## src/rtl/vga_timing_pkg.sv

```systemverilog
// Shared raster constants: default 640x480@60 timing, sync polarities, coordinate width.
// Pure definitions; no logic, latency or flow control of its own.
package vga_timing_pkg;

    localparam int COORD_W = 12;
    localparam int MAX_TOTAL = 1 << COORD_W;

    localparam bit ACTIVE_LOW  = 1'b0;
    localparam bit ACTIVE_HIGH = 1'b1;

    localparam int DEF_H_ACTIVE = 640;
    localparam int DEF_H_FP     = 16;
    localparam int DEF_H_SYNC   = 96;
    localparam int DEF_H_BP     = 48;
    localparam int DEF_V_ACTIVE = 480;
    localparam int DEF_V_FP     = 10;
    localparam int DEF_V_SYNC   = 2;
    localparam int DEF_V_BP     = 33;
    localparam int DEF_SYNC_DLY = 2;

    // Bit order fixed so the delay line can carry this as a plain 3-bit vector.
    typedef struct packed {
        logic vid_active;
        logic vsync;
        logic hsync;
    } sync_t;

endpackage

```

## src/rtl/vga_sync_delay.sv

```systemverilog
// DEPTH-stage 3-bit shift register with synchronous active-low clear to RST_VAL.
// Latency DEPTH cycles (DEPTH=0 is a wire); free-running, no backpressure.
module vga_sync_delay #(
    parameter int         DEPTH   = 2,
    parameter logic [2:0] RST_VAL = 3'b000
) (
    input  logic       clk,
    input  logic       rst,
    input  logic [2:0] d,
    output logic [2:0] q
);

    if (DEPTH < 0 || DEPTH > 7) begin : g_bad_depth
        $error("vga_sync_delay: DEPTH must be 0..7");
    end

    if (DEPTH == 0) begin : g_wire
        logic unused_ctrl;
        assign unused_ctrl = clk ^ rst;
        assign q = d;
    end else begin : g_pipe
        logic [2:0] stage [DEPTH];

        always_ff @(posedge clk) begin
            if (!rst) begin
                for (int i = 0; i < DEPTH; i++) begin
                    stage[i] <= RST_VAL;
                end
            end else begin
                stage[0] <= d;
                for (int i = 1; i < DEPTH; i++) begin
                    stage[i] <= stage[i-1];
                end
            end
        end

        assign q = stage[DEPTH-1];
    end

endmodule

```

## src/rtl/vga_timing_gen.sv

```systemverilog
// Raster timing generator: scan position, video-active, line/frame strobes, delayed syncs.
// Position outputs 1 cycle after the counters; syncs a further SYNC_DLY cycles; free-running.
module vga_timing_gen
    import vga_timing_pkg::*;
#(
    parameter int H_ACTIVE = DEF_H_ACTIVE,
    parameter int H_FP     = DEF_H_FP,
    parameter int H_SYNC   = DEF_H_SYNC,
    parameter int H_BP     = DEF_H_BP,
    parameter int V_ACTIVE = DEF_V_ACTIVE,
    parameter int V_FP     = DEF_V_FP,
    parameter int V_SYNC   = DEF_V_SYNC,
    parameter int V_BP     = DEF_V_BP,
    parameter bit H_POL    = ACTIVE_LOW,
    parameter bit V_POL    = ACTIVE_LOW,
    parameter int SYNC_DLY = DEF_SYNC_DLY
) (
    input  logic               pix_clk,
    input  logic               rst,
    output logic [COORD_W-1:0] pix_x,
    output logic [COORD_W-1:0] pix_y,
    output logic               vid_active,
    output logic               vid_active_d,
    output logic               hsync,
    output logic               vsync,
    output logic               line_start,
    output logic               frame_start,
    output logic [7:0]         frame_cnt
);

    localparam int H_TOTAL = H_ACTIVE + H_FP + H_SYNC + H_BP;
    localparam int V_TOTAL = V_ACTIVE + V_FP + V_SYNC + V_BP;

    if (H_TOTAL > MAX_TOTAL || V_TOTAL > MAX_TOTAL) begin : g_bad_timing
        $error("vga_timing_gen: H_TOTAL and V_TOTAL must each be <= 4096");
    end

    // One extra bit so window ends equal to a 4096 total still compare correctly.
    typedef logic [COORD_W:0] coord_ext_t;

    localparam coord_ext_t H_LAST     = coord_ext_t'(H_TOTAL - 1);
    localparam coord_ext_t V_LAST     = coord_ext_t'(V_TOTAL - 1);
    localparam coord_ext_t H_ACT_END  = coord_ext_t'(H_ACTIVE);
    localparam coord_ext_t V_ACT_END  = coord_ext_t'(V_ACTIVE);
    localparam coord_ext_t HS_START   = coord_ext_t'(H_ACTIVE + H_FP);
    localparam coord_ext_t HS_END     = coord_ext_t'(H_ACTIVE + H_FP + H_SYNC);
    localparam coord_ext_t VS_START   = coord_ext_t'(V_ACTIVE + V_FP);
    localparam coord_ext_t VS_END     = coord_ext_t'(V_ACTIVE + V_FP + V_SYNC);

    localparam sync_t SYNC_IDLE = '{vid_active: 1'b0, vsync: ~V_POL, hsync: ~H_POL};

    logic [COORD_W-1:0] h_cnt;
    logic [COORD_W-1:0] v_cnt;
    coord_ext_t         hx;
    coord_ext_t         vx;
    logic               h_wrap;
    logic               v_wrap;
    logic               active_now;
    logic               frame_now;
    sync_t              sync_u;
    sync_t              sync_q;

    assign hx         = {1'b0, h_cnt};
    assign vx         = {1'b0, v_cnt};
    assign h_wrap     = (hx == H_LAST);
    assign v_wrap     = (vx == V_LAST);
    assign active_now = (hx < H_ACT_END) && (vx < V_ACT_END);
    assign frame_now  = (h_cnt == '0) && (v_cnt == '0);

    always_ff @(posedge pix_clk) begin
        if (!rst) begin
            h_cnt       <= '0;
            v_cnt       <= '0;
            pix_x       <= '0;
            pix_y       <= '0;
            vid_active  <= 1'b0;
            line_start  <= 1'b0;
            frame_start <= 1'b0;
            frame_cnt   <= '0;
            sync_u      <= SYNC_IDLE;
        end else begin
            pix_x             <= h_cnt;
            pix_y             <= v_cnt;
            vid_active        <= active_now;
            line_start        <= (h_cnt == '0);
            frame_start       <= frame_now;
            sync_u.vid_active <= active_now;
            sync_u.hsync      <= ((hx >= HS_START) && (hx < HS_END)) ? H_POL : ~H_POL;
            sync_u.vsync      <= ((vx >= VS_START) && (vx < VS_END)) ? V_POL : ~V_POL;
            if (frame_now) begin
                frame_cnt <= frame_cnt + 8'd1;
            end
            // Vertical count moves only on the horizontal wrap, so both wrap together at frame end.
            if (h_wrap) begin
                h_cnt <= '0;
                v_cnt <= v_wrap ? '0 : v_cnt + 1'b1;
            end else begin
                h_cnt <= h_cnt + 1'b1;
            end
        end
    end

    vga_sync_delay #(
        .DEPTH   (SYNC_DLY),
        .RST_VAL (SYNC_IDLE)
    ) u_sync_delay (
        .clk (pix_clk),
        .rst (rst),
        .d   (sync_u),
        .q   (sync_q)
    );

    assign hsync        = sync_q.hsync;
    assign vsync        = sync_q.vsync;
    assign vid_active_d = sync_q.vid_active;

endmodule

```

## config.mk

```make
export PLATFORM = sky130hd
export DESIGN_NAME = vga_timing_gen
export DESIGN_NICKNAME = d
export VERILOG_FILES = /design/src/rtl/vga_timing_pkg.sv /design/src/rtl/vga_sync_delay.sv /design/src/rtl/vga_timing_gen.sv
export SDC_FILE = /design/constraint.sdc
export NUM_CORES = 1
export LEC_CHECK = 0
export BUFFER_PORTS_ARGS = -buffer_cell sky130_fd_sc_hd__buf_2
export CAP_MARGIN = 40
export CORE_MARGIN = 2
export CORE_UTILIZATION = 55
export DETAILED_ROUTE_END_ITERATION = 8
export PLACE_DENSITY = 0.82
export SYNTH_ARGS = -nofsm -noshare
export SYNTH_HDL_FRONTEND = slang
export SYNTH_SLANG_ARGS = --single-unit
```

## constraint.sdc

```tcl
create_clock -name pix_clk -period 5.2 [get_ports pix_clk]
set_input_delay 0.78 -clock pix_clk [delete_from_list [all_inputs] [get_ports pix_clk]]
set_output_delay 0.78 -clock pix_clk [all_outputs]
set_load 0.02 [all_outputs]
```

; Yosys cells after proc, flatten, opt, wreduce, memory -nomap -nowiden
; Memories as Yosys holds them, arrays and structs flattened.
; Cells that the tools add are included.
[word_totals]
register_bits = 61
ram_bits = 6
output_inout_bits = 38
n_memories = 1
[op_classes]
addsub = 3
n_lt_le_gt_ge = 6
eq_ne = 2
mux = 7
n_bitwise = 3
n_reduce_logical = 7
[memory_table]
columns = name, words, word_bits, rd, rd_ports_with_merged_regs, wr, line
row1 = u_sync_delay.g_pipe.stage, 2, 3, 2, 0, 2, vga_sync_delay.sv:22  ; logic [2:0] stage [DEPTH];
[ops]
columns = op, n
row1 = 12-bit by 1-bit adder with 12-bit output (second input constant), 2
row2 = 12-bit by 10-bit equality test with 1-bit output (second input constant), 2
row3 = 12-bit zero test, 2
row4 = 12-bit by 10-bit less-than comparator with 1-bit output (second input constant), 2
row5 = 12-bit by 9-bit less-than comparator with 1-bit output (second input constant), 2
row6 = 12-bit by 10-bit >= comparator with 1-bit output (second input constant), 1
row7 = 12-bit by 9-bit >= comparator with 1-bit output (second input constant), 1
row8 = 12-bit two-way mux, 1
row9 = 8-bit by 1-bit adder with 8-bit output (second input constant), 1
row10 = 3-bit two-way mux, 2
row11 = 1-bit logical AND, 4
row12 = 1-bit two-way mux, 4
row13 = 1-bit OR, 2
row14 = 2-bit OR reduction, 1
row15 = 1-bit NOT, 1

; Logic depth before layout (Yosys ltp)
; Gate-level depths: netlist of run 1.
[logic_depth]
depth_word = 3
mapped_depth = 8

; Cells and area by module
; Synthesis of run 1 repeated with hierarchy kept, for this count alone.
[hier_totals]
cells_unflattened = 278
area_unflattened_um2 = 2632.5
[modules_own_cells]
columns = mod, instances, cells_each, area_per_inst_um2, seq_area_each_um2
row1 = vga_timing_gen, 1, 263, 2452.4, 1221.2
row2 = vga_sync_delay, 1, 15, 180.2, 120.1

; Least setup slack after synthesis of run 1
; Ideal clock, no wire load.
[synth_path]
path_type = register to register
from = reg h_cnt[5]
to = reg frame_cnt[7]
setup_ns = 0.072
arrival_time_ns = 2.214
required_time_ns = 5.128
setup_slack_ns = 2.914
stages_incl_launch_ff = 8
n_path_buf = 3
path_cell_list = dfxtp_1 > buf_6 > or4_4 > or4_1 > buf_2 > buf_2 > nor4_2 > mux2i_1
[synth_via]
elab_chain_cells = 2
[synth_rtl]
columns = element, line
row1 = from (decl), vga_timing_gen.sv:52  ; logic [COORD_W-1:0] h_cnt;
row2 = from (signal assigned), vga_timing_gen.sv:98  ; h_cnt <= h_cnt + 1'b1;
row3 = 12-bit zero test, vga_timing_gen.sv:68  ; assign frame_now = (h_cnt == '0) && (v_cnt == '0);
row4 = 1-bit logical AND, vga_timing_gen.sv:68
row5 = to (signal assigned), vga_timing_gen.sv:91  ; frame_cnt <= frame_cnt + 8'd1;
row6 = to (decl), vga_timing_gen.sv:28  ; output logic [7:0] frame_cnt
; Every way passes these cells.
; A chain may end at the register's enable or synchronous reset.

; Worst setup path after layout of run 1
[layout_path]
from = reg h_cnt[5]
to = reg v_cnt[10]
[layout_via]
elab_chain_cells = 1
[layout_rtl]
columns = element, line
row1 = 12-bit by 10-bit equality test with 1-bit output, vga_timing_gen.sv:65  ; assign h_wrap = (hx == H_LAST);
row2 = to (signal assigned), vga_timing_gen.sv:96  ; v_cnt <= v_wrap ? '0 : v_cnt + 1'b1;
row3 = to (decl), vga_timing_gen.sv:53  ; logic [COORD_W-1:0] v_cnt;
; Every way passes these cells.

==> results of run 1 <==
-- how the worst max path moves through the flow --
stage          cells past startpoint  slack (ns)      from           end
5_1_grt                            4        2.39  h_cnt[5]     v_cnt[10]
3_3_place_gp                       4        2.64  h_cnt[5]      v_cnt[8]
2_1_floorplan                      7        2.91  h_cnt[5]  frame_cnt[7]
3_5_place_dp                       4        2.58  h_cnt[5]      v_cnt[5]
6_report                           4        2.52  h_cnt[5]     v_cnt[10]
4_1_cts                            4        2.53  h_cnt[5]     v_cnt[10]
-- power by group through the flow --
stage | combinational [mW] | clock, mW | sequential (mW)
3_3_place_gp | 0.0409 | 0 | 0.539
2_1_floorplan | 0.0238 | 0 | 0.546
4_1_cts | 0.0421 | 0.409 | 0.528
6_report | 0.0416 | 0.401 | 0.528
5_1_grt | 0.0474 | 0.427 | 0.529
3_5_place_dp | 0.0419 | 0 | 0.540
-- area by class of cell --
type	instances	area [µm²]	share of cell area [%]
well taps	52	65.1	2.22
repair buffers	39	195	6.65
inverters	9	33.8	1.15
clock buffers	10	128	4.35
multi-input cells	184	1120	38.1
clock inverters	5	55.1	1.88
flip-flops and latches	67	1340	45.7
-- state kept, by name, summed over array words and instances, names as in the netlist --
name / flops
frame_start: 1
pix_y: 12
line_start: 1
sync_u: 3
v_cnt: 12
pix_x: 12
h_cnt: 12
u_sync_delay.g_pipe.stage: 6
frame_cnt: 8
-- layer usage --
layer  part of all wire [%]  GRT usage (%)  wire (µm)  up-vias
met5                      0              0          0        -
met3                    4.1           5.56        200       10
met4                    2.1           10.9        104        0
met1                     48           26.2       2320      943
li1                       -              -          -     1041
met2                     46           30.6       2230       47
-- layout by cell type (no fill, tap or decap), drive strengths merged, types with 2 or more instances in the layout --
master,count
dfxtp,67
buf,39
and2,25
nor2,23
a21oi,19
nand2,14
nand4,12
nand3,12
or4,12
o21ai,10
clkbuf,10
or3,9
inv,8
o31ai,8
xnor2,8
nand2b,6
nor3,5
ha,5
nor4,5
clkinv,3
xor2,2
clkinvlp,2
-- metrics by stage --
| stage | total power, mW | hold slack, ns |
|---|---|---|
| global route | 1.00 | 0.428 |
| CTS | 0.979 | 0.412 |
| finish | 0.970 | 0.409 |
| floorplan | 0.570 | 0.386 |
| detailed placement | 0.582 | 0.397 |
| global placement | 0.580 | 0.387 |
-- cell families after synthesis --
kind of cell	after synthesis	share of synthesized area (%)
AOI/OAI and AO/OA	38	8.48
xor gates and xnor gates	10	3.41
adders and majority gates	5	2.44
buffers and inverters	24	4.29
DFF	67	52.2
muxes	1	0.390
and+or+nand+nor	130	28.8
==> summary.md, run 1 <==
| Metric | Value |
|---|---|
| Outcome | `completed` |
| Most common cell in the synthesized netlist | `dfxtp_1` |
| Cell Rows | `24` |
| Clk pin slew, worst setup/hold paths | `0.07 ns` |
| Mapped Cells | `275` |
| Sequential power share | `54.4%` |
| Buf+Inv Stages, Crit Path | `0` |
| Pin count of the biggest net entering global routing | `33` |
| R2R setup slack | `2.52 ns` |
| Final Cell Area | `0.00294 mm²` |
| GRT Overall Usage | `20.2%` |
| Slew Limit Fails | `0` |
| Syn-to-layout area delta | `14.3%` |
| Clk pwr share | `41.3%` |
| Fill cells | `362` |
| Worst Hold Class | `reg2reg` |
| Layout cells sized above 1 | `17.8%` |
| Primary FF master, synth | `dfxtp_1` |
| Number of synthesized flops with an enable pin | `0` |
| Clock H-tree levels | `3` |
| Final core utilization | `66.5%` |
| Placer Congestion | `0.817` |
| Vias/cell | `5.58` |
| Relative slew slack | `55.5%` |
| Worst slew pin tran | `0.668 ns` |
| Worst r2r src | `h_cnt[5]` |
| Total CTS buffers | `9` |
| First-pass GRT wire length | `8080 µm` |
| Clock buffer depth | `2` |
| DRT iter0 DRCs | `76` |
| CTS tree | `yes` |
| Startpoint types | `register` |
| Synthesized cell area | `0.00257 mm²` |
| RSZ-0062 raised after global routing | `false` |
| Initial core utilization | `58.2%` |
| # hold bufs at CTS | `0` |
| Final min period | `2.68 ns` |
| Internal power | `0.751 mW` |
| Max Cap Violations | `0` |
| Via count | `2041` |
| F_max | `0.373 GHz` |
| Fin. Hold Viols | `0` |
| Port Buffers | `39` |
| Critical-path top delay cell | `or4_1` |
| Logic pwr share | `4.3%` |
| Fin nets | `317` |
| Post-synth top area share | `52.2%` |
| RR Endpoint | `v_cnt[10]` |
| # DRC | `0` |
| Die area | `0.00523 mm²` |
| Critical Path Most Common Cell | `or4_1` |
| Pwr/cell area | `331 mW/mm²` |
| Final setup viols | `0` |
| Worst r2r path cells | `4` |
| Delay-heaviest family, CP | `simple AND/OR/NAND/NOR gates` |
| Critical Path RT | `5.46 ns` |
| CTS resizes | `0` |
| Area of the core | `0.00441 mm²` |
| Clock sink count | `67` |
| Die Wd | `72.3 µm` |
| P_leak | `1.14 nW` |
| Vias in the first global route | `1855` |
| Worst Path Max Fanout | `25` |
| Tcrit/Tclk final | `51.6%` |
| Seq/Total Area, Yosys | `52.2%` |
| N_diodes | `0` |
| Placed insts | `351` |
| Setup ws final | `2.52 ns` |
| Hold Startpoint | `sync_u[0]` |
| Post-CTS Setup Bufs | `0` |
| Post-Layout Cell Count | `366` |
| Yosys top cell by area | `dfxtp_1` |
| WL final | `4860 µm` |
| Worst Setup End Kind | `register` |
| Setup TNS | `0 ns` |
| Synthesis Warnings | `0` |
| Global route overflow | `0` |
| Hold Crit Depth | `1` |
| Mapped Nets | `282` |
| Netlist cell types | `35` |
| I/O pin count | `40` |
| Routed Antenna Nets | `0` |
| WL/cell | `13.3 µm` |
| Clock latency at the later pin of the worst-skew pair | `0.33 ns` |
| WS Path Type | `reg2reg` |
| Psw | `0.219 mW` |
| Sw frac | `22.6%` |
| Root Driver | `clkbuf_8` |
| Synth async-reset ratio | `0%` |
| Synth Register Bits | `67` |
| Peak supply drop | `0.209 mV` |
| Top post-synthesis cells by count | `dfxtp_1, and2_1, nor2_1` |
| Placed Area | `0.00275 mm²` |
| DIE HEIGHT | `72.3 µm` |
| Crit path DAT | `2.94 ns` |
| Initial antenna violation count | `0` |
| Crit path cell chain | `or4_4 > or4_1 > or4_1 > a21oi_1` |
| Hold EP | `u_sync_delay.g_pipe.stage[0][0]` |
| Synth Area per Inst | `9.34 µm²` |
| CP max stage delay | `0.86 ns` |
| Synth area leaders | `dfxtp_1, and2_1, a21oi_1` |
| Skew final | `0.00841 ns` |
| DRT Pass-1 Iters | `4` |
| HPWL after DPL | `3190 µm` |
| Pre-CTS WS | `2.58 ns` |
(Power assumes the default switching activity.)
==> run 2: changes to the inputs <==
==> constraint.sdc (replaced) <==
create_clock -name pix_clk -period 2.6 [get_ports pix_clk]
set_input_delay 0.39 -clock pix_clk [delete_from_list [all_inputs] [get_ports pix_clk]]
set_output_delay 0.39 -clock pix_clk [all_outputs]
set_load 0.02 [all_outputs]
==> summary.md, run 2 (synthesis results as in run 1) <==
| Metric | Value |
|---|---|
| DRT Pass-1 Iters | `5 (was 4)` |
| CP max stage delay | `0.78 ns (was 0.86 ns)` |
| Buf+Inv Stages, Crit Path | `0 (unchanged)` |
| Worst slew pin tran | `0.504 ns (was 0.668 ns)` |
| Crit path cell chain | `or4_4 > or4_1 > or4_1 > a21oi_1 (unchanged)` |
| Crit path DAT | `2.74 ns (was 2.94 ns)` |
| WL final | `5330 µm (was 4860 µm)` |
| Die Wd | `72.3 µm (unchanged)` |
| Syn-to-layout area delta | `16.8% (was 14.3%)` |
| Clock buffer depth | `2 (unchanged)` |
| Vias in the first global route | `1983 (was 1855)` |
| Initial antenna violation count | `0 (unchanged)` |
| GRT Overall Usage | `22.2% (was 20.2%)` |
| Final min period | `2.47 ns (was 2.68 ns)` |
| RR Endpoint | `frame_cnt[6] (was v_cnt[10])` |
| Pin count of the biggest net entering global routing | `32 (was 33)` |
| CTS tree | `yes (unchanged)` |
| Total CTS buffers | `9 (unchanged)` |
| Clock sink count | `67 (unchanged)` |
| HPWL after DPL | `3540 µm (was 3190 µm)` |
| CTS resizes | `0 (unchanged)` |
| Fin. Hold Viols | `0 (unchanged)` |
| Via count | `2131 (was 2041)` |
| F_max | `0.404 GHz (was 0.373 GHz)` |
| Slew Limit Fails | `0 (unchanged)` |
| Delay-heaviest family, CP | `simple AND/OR/NAND/NOR gates (unchanged)` |
| DRT iter0 DRCs | `154 (was 76)` |
| Post-CTS Setup Bufs | `0 (unchanged)` |
| Clock latency at the later pin of the worst-skew pair | `0.34 ns (was 0.33 ns)` |
| Global route overflow | `0 (unchanged)` |
| Setup TNS | `0 ns (unchanged)` |
| First-pass GRT wire length | `8890 µm (was 8080 µm)` |
| Outcome | `completed (unchanged)` |
| Final setup viols | `0 (unchanged)` |
| Layout cells sized above 1 | `19.9% (was 17.8%)` |
| Cell Rows | `24 (unchanged)` |
| Worst Path Max Fanout | `17 (was 25)` |
| Tcrit/Tclk final | `95.2% (was 51.6%)` |
| Relative slew slack | `66.4% (was 55.5%)` |
| Placer Congestion | `0.853 (was 0.817)` |
| Commonest non-fill, non-tap cell in the layout | `dfxtp_1 (unchanged)` |
| N_diodes | `0 (unchanged)` |
| Startpoint types | `register (unchanged)` |
| Die area | `0.00523 mm² (unchanged)` |
| Clock H-tree levels | `3 (unchanged)` |
| # DRC | `0 (unchanged)` |
| P_leak | `1.17 nW (was 1.14 nW)` |
| RSZ-0062 raised after global routing | `false (unchanged)` |
| Fin nets | `324 (was 317)` |
| # hold bufs at CTS | `0 (unchanged)` |
| WS Path Type | `reg2reg (unchanged)` |
| I/O pin count | `40 (unchanged)` |
| Critical-path top delay cell | `or4_1 (unchanged)` |
| Pwr/cell area | `658 mW/mm² (was 331 mW/mm²)` |
| Peak supply drop | `0.308 mV (was 0.209 mV)` |
| Worst Hold Class | `reg2reg (unchanged)` |
| Overall power | `1.97 mW (was 0.970 mW)` |
| R2R setup slack | `0.13 ns (was 2.52 ns)` |
| Critical Path RT | `2.86 ns (was 5.46 ns)` |
| Hold Startpoint | `u_sync_delay.g_pipe.stage[0][0] (was sync_u[0])` |
| Skew final | `0.00937 ns (was 0.00841 ns)` |
| Hold EP | `u_sync_delay.g_pipe.stage[0][3] (was u_sync_delay.g_pipe.stage[0][0])` |
| Area of the core | `0.00441 mm² (unchanged)` |
| DIE HEIGHT | `72.3 µm (unchanged)` |
| Final core utilization | `67.9% (was 66.5%)` |
| Worst r2r src | `h_cnt[11] (was h_cnt[5])` |
| Root Driver | `clkbuf_8 (unchanged)` |
| Most frequent cells in the layout | `dfxtp_1, buf_2, and2_1 (unchanged)` |
| Routed Antenna Nets | `0 (unchanged)` |
| Max Cap Violations | `0 (unchanged)` |
| Worst r2r path cells | `4 (unchanged)` |
| Vias/cell | `5.70 (was 5.58)` |
| Clk pin slew, worst setup/hold paths | `0.07 ns (about the same)` |
| Crit. path cell count | `4 (unchanged)` |
| Hold Crit Depth | `1 (unchanged)` |
| Worst Setup End Kind | `register (unchanged)` |
| WL/cell | `14.2 µm (was 13.3 µm)` |
| Critical Path Most Common Cell | `or4_1 (unchanged)` |
| Initial core utilization | `58.2% (unchanged)` |
| Port Buffers | `39 (unchanged)` |
[run 2: cell types whose count changed in the layout (fill, tap and decap cells not counted), sizes merged]
| cell | before | now |
|---|---|---|
| clkinvlp | 2 | 3 |
| buf | 39 | 46 |
[run 2: how the worst max path moves through the flow]
stage	slack, ns	startpoint	end
after global placement	0.23	h_cnt[5]	v_cnt[4]
after floorplan	0.31	h_cnt[5]	frame_cnt[7]
final	0.13	h_cnt[11]	frame_cnt[6]
after global routing	0.005	h_cnt[5]	frame_cnt[6]
after CTS	0.13	h_cnt[5]	frame_cnt[6]
after detailed placement	0.15	h_cnt[5]	frame_cnt[6]
[run 2: cell type report]
type	instances	area (µm²)
fill	358	1420
sequential	67	1340
multi-input combinational	184	1120
timing repair buffer	46	248
clock buffer	10	128
clock inverter	6	66.3
tap	52	65.1
inverter	9	33.8
[run 2: layer usage]
layer / GRT usage, % / up-vias / part of all wire [%]
li1: - / 1048 / -
met1: 28.2 / 987 / 43
met2: 33.7 / 83 / 48
met3: 6.25 / 13 / 6.9
met4: 12.6 / 0 / 1.9
met5: 0 / - / 0
[run 2: stage by stage]
step	hold WS, ns	area [µm²]	std cells	setup slack [ns]
finish	0.416	3000	374	0.125
global route	0.447	3000	374	0.00543
CTS	0.423	3000	374	0.130
detailed placement	0.406	2810	358	0.151
global placement	0.387	2810	358	0.234
floorplan	0.386	2570	275	0.315
[run 2: power breakdown]
part	switching (mW)	leakage [nW]	total [mW]	internal (mW)
clock	0.390	0.0885	0.832	0.442
sequential	0.0144	0.542	1.06	1.04
combinational	0.0584	0.541	0.0848	0.0264
total	0.463	1.17	1.97	1.51
==> run 3: changes to the inputs <==
--- a/config.mk
+++ b/config.mk
@@ -9,6 +9,7 @@
 export CAP_MARGIN = 40
 export CORE_MARGIN = 2
 export CORE_UTILIZATION = 55
+export CTS_BUF_LIST = sky130_fd_sc_hd__clkbuf_8
 export DETAILED_ROUTE_END_ITERATION = 8
 export PLACE_DENSITY = 0.82
 export SYNTH_ARGS = -nofsm -noshare
==> summary.md, run 3 (synthesis results as in run 1) <==
| Metric | Value |
|---|---|
| Critical-path top delay cell | `or4_1 (unchanged)` |
| Area of the core | `0.00441 mm² (unchanged)` |
| Die area | `0.00523 mm² (unchanged)` |
| Psw | `0.463 mW (about the same)` |
| Vias/cell | `5.70 (unchanged)` |
| Setup ws final | `0.126 ns (was 0.125 ns)` |
| Post-CTS Setup Bufs | `0 (unchanged)` |
| Sw frac | `23.5% (about the same)` |
| Worst r2r src | `h_cnt[11] (unchanged)` |
| Final min period | `2.47 ns (about the same)` |
| Hold Crit Depth | `1 (unchanged)` |
| Clock sink count | `67 (unchanged)` |
| Pre-CTS WS | `0.151 ns (unchanged)` |
| Skew final | `0.00937 ns (unchanged)` |
| Root Driver | `clkbuf_8 (unchanged)` |
| CP max stage delay | `0.78 ns (about the same)` |
| Logic pwr share | `4.3% (about the same)` |
| Placer Congestion | `0.853 (unchanged)` |
| Pin count of the biggest net entering global routing | `32 (unchanged)` |
| Worst slew pin tran | `0.504 ns (unchanged)` |
| Crit path DAT | `2.74 ns (about the same)` |
| Max Cap Violations | `0 (unchanged)` |
| Met2 wire length | `2550 µm (unchanged)` |
| Clk pwr share | `42.1% (was 42.2%)` |
| Hold Startpoint | `u_sync_delay.g_pipe.stage[0][0] (unchanged)` |
| Global route overflow | `0 (unchanged)` |
| DRT Pass-1 Iters | `5 (unchanged)` |
| WL met1 | `2310 µm (about the same)` |
| Port Buffers | `39 (unchanged)` |
| Peak supply drop | `0.308 mV (about the same)` |
| Vias in the first global route | `1983 (unchanged)` |
| WL/cell | `14.2 µm (unchanged)` |
| Startpoint types | `register (unchanged)` |
| Final setup viols | `0 (unchanged)` |
| First-pass GRT wire length | `8890 µm (unchanged)` |
| WL final | `5330 µm (unchanged)` |
| Clock H-tree levels | `3 (unchanged)` |
| Initial core utilization | `58.2% (unchanged)` |
| CTS tree | `yes (unchanged)` |
| Top Metal Used | `met4 (unchanged)` |
| Hold EP | `u_sync_delay.g_pipe.stage[0][3] (unchanged)` |
| Fin. Hold Viols | `0 (unchanged)` |
| Relative slew slack | `66.4% (unchanged)` |
| I/O pin count | `40 (unchanged)` |
| Sequential power share | `53.6% (was 53.5%)` |
| RSZ-0062 raised after global routing | `false (unchanged)` |
| Critical Path Most Common Cell | `or4_1 (unchanged)` |
| WS Path Type | `reg2reg (unchanged)` |
| Initial antenna violation count | `0 (unchanged)` |
| Clock buffer depth | `2 (unchanged)` |
| Worst Hold Class | `reg2reg (unchanged)` |
| Fin nets | `324 (unchanged)` |
| Setup TNS | `0 ns (unchanged)` |
| GRT Overall Usage | `22.2% (unchanged)` |
| # hold bufs at CTS | `0 (unchanged)` |
| DIE HEIGHT | `72.3 µm (unchanged)` |
| Slew Limit Fails | `0 (unchanged)` |
| CTS resizes | `0 (unchanged)` |
| Total CTS buffers | `9 (unchanged)` |
| HPWL after DPL | `3540 µm (unchanged)` |
| RR Endpoint | `frame_cnt[6] (unchanged)` |
| N_diodes | `0 (unchanged)` |
| Syn-to-layout area delta | `16.8% (unchanged)` |
| Die Wd | `72.3 µm (unchanged)` |
| Via count | `2131 (unchanged)` |
| DR WL met3 | `370 µm (unchanged)` |
| F_max | `0.404 GHz (about the same)` |
| Worst Path Max Fanout | `17 (unchanged)` |
| Crit path cell chain | `or4_4 > or4_1 > or4_1 > a21oi_1 (unchanged)` |
| Routed Antenna Nets | `0 (unchanged)` |
| DRT iter0 DRCs | `154 (unchanged)` |
| Multi-input logic area | `0.00112 mm² (unchanged)` |
| FF/Latch Area | `0.00134 mm² (unchanged)` |
| Most frequent cells in the layout | `dfxtp_1, buf_2, and2_1 (unchanged)` |
| Tcrit/Tclk final | `95.2% (about the same)` |
| Internal power | `1.51 mW (about the same)` |
| Worst r2r path cells | `4 (unchanged)` |
| R2R setup slack | `0.13 ns (about the same)` |
| Worst Setup End Kind | `register (unchanged)` |
| Critical Path RT | `2.86 ns (about the same)` |
| Layout cells sized above 1 | `19.9% (unchanged)` |
| P_leak | `1.18 nW (was 1.17 nW)` |
| # DRC | `0 (unchanged)` |
| Buf+Inv Stages, Crit Path | `0 (unchanged)` |
| Commonest non-fill, non-tap cell in the layout | `dfxtp_1 (unchanged)` |
| Cell Rows | `24 (unchanged)` |
| Delay-heaviest family, CP | `simple AND/OR/NAND/NOR gates (unchanged)` |
| Clock latency at the later pin of the worst-skew pair | `0.34 ns (about the same)` |
| Pwr/cell area | `657 mW/mm² (was 658 mW/mm²)` |
| Outcome | `completed (unchanged)` |
| Fill cells | `358 (unchanged)` |
| Clk pin slew, worst setup/hold paths | `0.07 ns (about the same)` |
run 3: final cells by class:
| type | count | share of cell area [%] |
|---|---|---|
| multi-input cells | 184 | 37.3 |
| clock inverters | 7 | 2.34 |
| inverters | 9 | 1.13 |
| flip-flops and latches | 67 | 44.7 |
| repair buffers | 46 | 8.26 |
| well taps | 52 | 2.17 |
| clock buffers | 9 | 4.13 |
run 3: how the worst max path moves through the flow:
stage / startpoint / to / slack (ns) / depth (start not counted)
floorplan: h_cnt[5] / frame_cnt[7] / 0.31 / 7
global placement: h_cnt[5] / v_cnt[4] / 0.23 / 5
detailed placement: h_cnt[5] / frame_cnt[6] / 0.15 / 4
CTS: h_cnt[5] / frame_cnt[6] / 0.13 / 4
global route: h_cnt[5] / frame_cnt[6] / 0.006 / 4
finish: h_cnt[11] / frame_cnt[6] / 0.13 / 4
run 3: through the flow:
stage                     hold WS [ns]  instances  util, %  power (mW)  instance area [µm²]
after floorplan                  0.386        275        -        1.14                 2570
after global placement           0.387        358     63.5        1.16                 2810
after detailed placement         0.406        358     63.5        1.16                 2810
after CTS                        0.422        374     67.9        1.98                 3000
after global routing             0.447        374     67.9        2.04                 3000
final                            0.415        374     67.9        1.97                 3000
run 3: worst register-to-register path, cell delays in order (launching register included):
cell and delay (ns):
dfxtp_1 0.35, or4_4 0.50, or4_1 0.78, or4_1 0.60
a21oi_1 0.17
run 3: power by group through the flow:
stage / clock network (mW) / logic, mW / registers (mW)
global placement: 0 / 0.0817 / 1.08
detailed placement: 0 / 0.0850 / 1.08
finish: 0.829 / 0.0848 / 1.06
floorplan: 0 / 0.0476 / 1.09
global route: 0.884 / 0.0936 / 1.06
CTS: 0.835 / 0.0853 / 1.06
run 3: routing by layer:
layer | global-route usage [%] | vias to the layer above
met3 | 6.25 | 13
met5 | 0 | -
met2 | 33.7 | 83
met1 | 28.2 | 987
met4 | 12.6 | 0
li1 | - | 1048
